===== config.mk =====
export PLATFORM = sky130hd
export DESIGN_NAME = counter_sweep_ctrl
export DESIGN_NICKNAME = d
export VERILOG_FILES = /design/src/rtl/counter_sweep_ctrl.sv
export SDC_FILE = /design/constraint.sdc
export NUM_CORES = 1
export LEC_CHECK = 0
export BUFFER_PORTS_ARGS = -buffer_cell sky130_fd_sc_hd__buf_2
export CAP_MARGIN = 20
export CELL_PAD_IN_SITES_DETAIL_PLACEMENT = 0
export CELL_PAD_IN_SITES_GLOBAL_PLACEMENT = 1
export CORE_MARGIN = 2
export CORE_UTILIZATION = 42
export DETAILED_ROUTE_END_ITERATION = 7
export PLACE_DENSITY_LB_ADDON = 0.1
export RECOVER_POWER = 25
export SYNTH_ARGS = -nofsm -noshare
export SYNTH_HDL_FRONTEND = slang
export SYNTH_SLANG_ARGS = --single-unit

===== constraint.sdc =====
create_clock -name clk -period 7.3 [get_ports clk]
set_input_delay 1.46 -clock clk [delete_from_list [all_inputs] [get_ports clk]]
set_output_delay 1.46 -clock clk [all_outputs]
set_load 0.05 [all_outputs]

===== src/rtl/counter_sweep_ctrl.sv =====
// counter_sweep_ctrl
//
// Walks the pop-counter bank from index 0 to NUM_CNT-1 after an accepted
// start. Each index gets one read request. The bank's response, or a zero
// value on timeout, is forwarded as a report beat, and a running total is
// kept. A sweep runs only while the datapath reports idle. Dropping idle
// mid-sweep aborts the sweep.
//
// Ports:
//   clk, reset            rising-edge clock, synchronous active-high reset
//   idle                  datapath idle; gates sweep start and continuation
//   start                 one-cycle sweep request
//   cnt_valid, cnt_data   counter bank response
//   req, idx              bank read request pulse and the index held with it
//   rpt_valid             one-cycle report beat
//   rpt_idx, rpt_data     index and value of the beat (value is 0 on timeout)
//   total                 sum of the current sweep's reported values
//   busy                  sweep in progress
//   done                  one-cycle pulse when a sweep completes normally
//   abort                 one-cycle pulse when a sweep is cut short by idle=0
//   timeout_err           sticky; set by any timeout, cleared by accepted start
module counter_sweep_ctrl #(
    parameter int unsigned NUM_CNT = 5,
    parameter int unsigned DATA_W  = 5,
    parameter int unsigned IDX_W   = 3,
    parameter int unsigned TIMEOUT = 4
) (
    input  logic              clk,
    input  logic              reset,
    input  logic              idle,
    input  logic              start,
    input  logic              cnt_valid,
    input  logic [DATA_W-1:0] cnt_data,
    output logic              req,
    output logic [IDX_W-1:0]  idx,
    output logic              rpt_valid,
    output logic [IDX_W-1:0]  rpt_idx,
    output logic [DATA_W-1:0] rpt_data,
    output logic [DATA_W+2:0] total,
    output logic              busy,
    output logic              done,
    output logic              abort,
    output logic              timeout_err
);

    typedef enum logic [1:0] {
        S_IDLE,
        S_ISSUE,
        S_WAIT,
        S_DONE
    } state_t;

    localparam logic [IDX_W-1:0] LAST_IDX = IDX_W'(NUM_CNT - 1);
    localparam logic [3:0]        TMO_LAST = 4'(TIMEOUT - 1);

    state_t            state, state_n;
    logic [3:0]        wcnt;
    logic              accept;
    logic              take;
    logic              tmo;
    logic              adv;
    logic              abort_n;
    logic [DATA_W-1:0] beat_val;

    assign req  = (state == S_ISSUE);
    assign busy = (state == S_ISSUE) || (state == S_WAIT);
    assign done = (state == S_DONE);

    // The report beat goes out while the FSM is still in S_WAIT. That cycle
    // (rpt_valid=1) is the "beat+advance" slot. Response and timeout
    // detection are suppressed during it, so each index costs at least
    // ISSUE + WAIT + beat = 3 cycles.
    always_comb begin
        state_n  = state;
        accept   = 1'b0;
        take     = 1'b0;
        tmo      = 1'b0;
        adv      = 1'b0;
        abort_n  = 1'b0;
        beat_val = '0;
        case (state)
            S_IDLE: begin
                if (start && idle) begin
                    accept  = 1'b1;
                    state_n = S_ISSUE;
                end
            end
            S_ISSUE: begin
                if (!idle) begin
                    abort_n = 1'b1;
                    state_n = S_IDLE;
                end else begin
                    state_n = S_WAIT;
                end
            end
            S_WAIT: begin
                if (!idle) begin
                    abort_n = 1'b1;
                    state_n = S_IDLE;
                end else if (rpt_valid) begin
                    adv     = 1'b1;
                    state_n = (idx == LAST_IDX) ? S_DONE : S_ISSUE;
                end else if (cnt_valid) begin
                    take     = 1'b1;
                    beat_val = cnt_data;
                end else if (wcnt == TMO_LAST) begin
                    tmo = 1'b1;
                end
            end
            S_DONE: begin
                state_n = S_IDLE;
            end
            default: begin
                state_n = S_IDLE;
            end
        endcase
    end

    always_ff @(posedge clk) begin
        if (reset) begin
            state       <= S_IDLE;
            idx         <= '0;
            wcnt        <= '0;
            rpt_valid   <= 1'b0;
            rpt_idx     <= '0;
            rpt_data    <= '0;
            total       <= '0;
            abort       <= 1'b0;
            timeout_err <= 1'b0;
        end else begin
            state     <= state_n;
            rpt_valid <= take | tmo;
            abort     <= abort_n;

            if (accept) begin
                idx         <= '0;
                total       <= '0;
                timeout_err <= 1'b0;
                wcnt        <= '0;
            end

            if (state == S_ISSUE) begin
                wcnt <= '0;
            end else if (state == S_WAIT) begin
                wcnt <= wcnt + 4'd1;
            end

            if (take || tmo) begin
                rpt_idx  <= idx;
                rpt_data <= beat_val;
                total    <= total + {3'b000, beat_val};
            end

            if (tmo) begin
                timeout_err <= 1'b1;
            end

            if (adv && (state_n == S_ISSUE)) begin
                idx <= idx + IDX_W'(1);
            end

            if (state == S_DONE) begin
                idx <= '0;
            end
        end
    end

endmodule

==> run summary <==
==================================================================================================
Result of the run                                                                     finished with violations
Failing checks                                                                        capacitance limit, slew limit
Final critical-path setup slack                                                            3860 ps
TritonCTS clock tree                                                                          done
Final WL                                                                                   3470 µm
Crit-path cells                                                                       clkbuf_1 -> o21ai_0 -> a21oi_1 -> o21ai_0 -> a21oi_1
Worst-path maximum fanout                                                                       18
Critical Path Start Type                                                                input port
Global-route wire length before repair                                                     5680 µm
Final period demand of the worst path                                                      3440 ps
Max Buffers Root-to-Sink                                                                         2
Slew at the pin with the worst max-slew slack                                              2020 ps
Dpl cells                                                                                      249
Worst-Skew Late Latency                                                                     320 ps
Sum of negative setup slack                                                                   0 ps
Stage delay of the slowest cell on the critical path                                       1570 ps
Dominant register cell in the synthesized netlist                                     sky130_fd_sc_hd__dfxtp_1
Worst clock skew                                                                           3.76 ps
Width of the chip                                                                          64.2 µm
Path class of the lowest-slack min-delay path                                           reg -> reg
DRC marker count from the first detailed-route iteration                                        61
Highest clock rate                                                                         291 MHz
Root Buffer                                                                           sky130_fd_sc_hd__clkbuf_4
Port Buf Inserts                                                                                34
Wire per inst                                                                              13.8 µm
Clock H-tree levels                                                                              1
Fraction of layout instances using a drive strength above 1                                  0.189
Number of enable flip-flop cells after synthesis                                                 0
Hold Crit Start                                                                         rpt_idx[2]
Max transition margin                                                                       -0.358
Num CTS Buffers                                                                                  3
GRT overflow                                                                                     0
Area delta synth->final                                                                      11.9%
Number of antenna violations at the first check in global routing                                0
Drt drc                                                                                          0
Clock transition time at the flip-flop clock pins of the worst setup and hold paths         140 ps
Non-filler instance count after layout                                                         252
Source of the critical timing path                                                       cnt_valid
Gr usage total                                                                               0.172
VDD IR-drop max                                                                            80.2 µV
Critical-path cell with the highest stage delay                                       sky130_fd_sc_hd__o21ai_0
Number of global-route vias before repair                                                    1,243
Number of setup buffers added after CTS                                                          0
Number of stages on the worst hold path                                                          2
Net count of the mapped netlist                                                                201
Average via count per standard cell                                                           5.47
Largest net degree at the start of global routing                                               28
Type of the worst setup path                                                             in -> reg
Number of storage elements in the synthesis netlist                                             28
Total of warnings raised by yosys                                                                0
Worst EP arrival                                                                           3610 ps
Period utilisation layout                                                                    0.471
Synthesized instance count                                                                     177
Total via count in the routed design                                                         1,379
Per-instance average area after synthesis                                                 8.60 µm²
CTS Hold Buffers Added                                                                           0
Die extent in y                                                                            64.2 µm
Worst slack at placement                                                                   3770 ps
Die Area                                                                                  4120 µm²
Diodes inserted                                                                                  0
Post-DRT Antenna Nets                                                                            0
MaxCap Viol Count                                                                                1
WP data required                                                                           7480 ps
Final hold vios                                                                                  0
Initial cell density of the core                                                             0.446
Power per cell area                                                                     139 nW/µm²
Kind of capture point of the worst setup path                                            flip-flop
Final Max Tran Viols                                                                            19
Standard cell core area                                                                   3420 µm²
Detailed Routing Iterations Pass 1                                                               4
Seq/Total Area, Yosys                                                                        0.368
Final-report setup violation count                                                               0
Leakage power of the design                                                               0.806 nW
Clk sink count                                                                                  28
Layout Nets                                                                                    232
Worst Reg-to-Reg Cells                                                                          10
Ys async rst share                                                                               0
Synthesized cell area                                                                     1520 µm²
Detailed placer's ending HPWL                                                              2570 µm
Distinct cell type count after synthesis                                                        40
Post-CTS Resized                                                                                 0
Last weighted congestion value of the routability-driven placer                              0.787
Number of I/O pins                                                                              35
RSZ-0062 raised after global routing                                                         false
Critical R2R Launch                                                                       state[0]
Cell row count                                                                                  21
==================================================================================================
==> area by class of cell <==
class | count | area, µm²
Tap cell | 46 | 57.6
Sequential cell | 28 | 561
Clock buffer | 3 | 22.5
Inverter | 7 | 26.3
Timing Repair Buffer | 34 | 166
Fill cell | 372 | 1710
Multi-Input combinational cell | 134 | 871
==> flip-flops by register name (all words and copies together) (netlist names), 2 cells and up <==
signal and flops:
total 8, state 2, rpt_idx 3, rpt_data 5, idx 3, wcnt 4
==> synthesized netlist by cell type (2+ instances only) <==
library cell / n / share of area
sky130_fd_sc_hd__nand3_1: 10 / 0.033
sky130_fd_sc_hd__mux2i_1: 2 / 0.013
sky130_fd_sc_hd__xor2_1: 2 / 0.012
sky130_fd_sc_hd__buf_6: 3 / 0.022
sky130_fd_sc_hd__o21a_1: 2 / 0.0099
sky130_fd_sc_hd__nor3_1: 3 / 0.0099
sky130_fd_sc_hd__nand2_1: 12 / 0.030
sky130_fd_sc_hd__and3_1: 10 / 0.041
sky130_fd_sc_hd__a21oi_1: 23 / 0.076
sky130_fd_sc_hd__a211oi_1: 2 / 0.0099
sky130_fd_sc_hd__o21ai_2: 2 / 0.012
sky130_fd_sc_hd__clkbuf_1: 3 / 0.0074
sky130_fd_sc_hd__nor2b_1: 2 / 0.0082
sky130_fd_sc_hd__nor2_1: 16 / 0.039
sky130_fd_sc_hd__ha_1: 13 / 0.11
sky130_fd_sc_hd__nor3b_1: 5 / 0.025
sky130_fd_sc_hd__inv_1: 7 / 0.017
sky130_fd_sc_hd__o21ai_0: 10 / 0.033
sky130_fd_sc_hd__nand4b_1: 2 / 0.012
sky130_fd_sc_hd__dfxtp_1: 28 / 0.37
==> kinds of logic (layout without fill, tap and decap cells) <==
logic type | after synthesis | after routing | share of synthesized area
buf+inv | 15 | 44 | 0.0551
mux | 2 | 2 | 0.0131
flops | 28 | 28 | 0.368
simple gates | 66 | 66 | 0.226
compound gates | 50 | 50 | 0.206
xor+xnor | 2 | 2 | 0.0115
fa+ha+maj | 14 | 14 | 0.120
==> critical path: cells and delay by family <==
family                 cells  cell delay, ps
buffers and inverters      1             170
AOI/OAI and AO/OA          4            1990
==> layer usage <==
layer	vias up	global-route usage	share of wire
met2	37	0.283	0.47
met3	2	0.0282	0.052
li1	694	-	-
met4	0	0.0532	0.0049
met1	646	0.231	0.47
met5	-	0	0
==> stage by stage <==
stage | cell area, µm² | utilization | power [mW] | hold slack, ps
6_report | 1700 | 0.499 | 0.237 | 472
5_1_grt | 1700 | 0.499 | 0.249 | 501
4_1_cts | 1720 | 0.502 | 0.241 | 478
3_5_place_dp | 1690 | 0.496 | 0.177 | 454
3_3_place_gp | 1690 | 0.496 | 0.177 | 443
2_1_floorplan | 1520 | - | 0.171 | 456
==> layout by cell type, fill, tap and decap left out, types with 2 or more instances in the layout <==
cell and instances:
sky130_fd_sc_hd__o21ai_0 12, sky130_fd_sc_hd__nor2_1 16, sky130_fd_sc_hd__o21a_1 2, sky130_fd_sc_hd__a21oi_1 23
sky130_fd_sc_hd__nor3_1 3, sky130_fd_sc_hd__clkbuf_4 3, sky130_fd_sc_hd__nand2_1 12, sky130_fd_sc_hd__nor2b_1 2
sky130_fd_sc_hd__ha_1 13, sky130_fd_sc_hd__inv_1 7, sky130_fd_sc_hd__nand4b_1 2, sky130_fd_sc_hd__xor2_1 2
sky130_fd_sc_hd__nand3_1 10, sky130_fd_sc_hd__mux2i_1 2, sky130_fd_sc_hd__dfxtp_1 28, sky130_fd_sc_hd__clkbuf_1 3
sky130_fd_sc_hd__a211oi_1 2, sky130_fd_sc_hd__and3_1 10, sky130_fd_sc_hd__buf_2 31, sky130_fd_sc_hd__nor3b_1 5
==> final timing paths <==
kind | endpoint | slack [ps]
worst min register to register | rpt_idx[2] | 470
worst max-delay path | total[7] | 3860
worst max register to register | total[5] | 4400
worst min-delay path | rpt_idx[2] | 470
==> where the power goes <==
| group | switching, mW | total (mW) | internal, mW |
|---|---|---|---|
| Combinational | 0.0139 | 0.0196 | 0.00567 |
| Sequential | 0.000639 | 0.154 | 0.153 |
| Clock | 0.0440 | 0.0633 | 0.0194 |
| Total | 0.0586 | 0.237 | 0.178 |
Power figures use the tool's default switching activity.
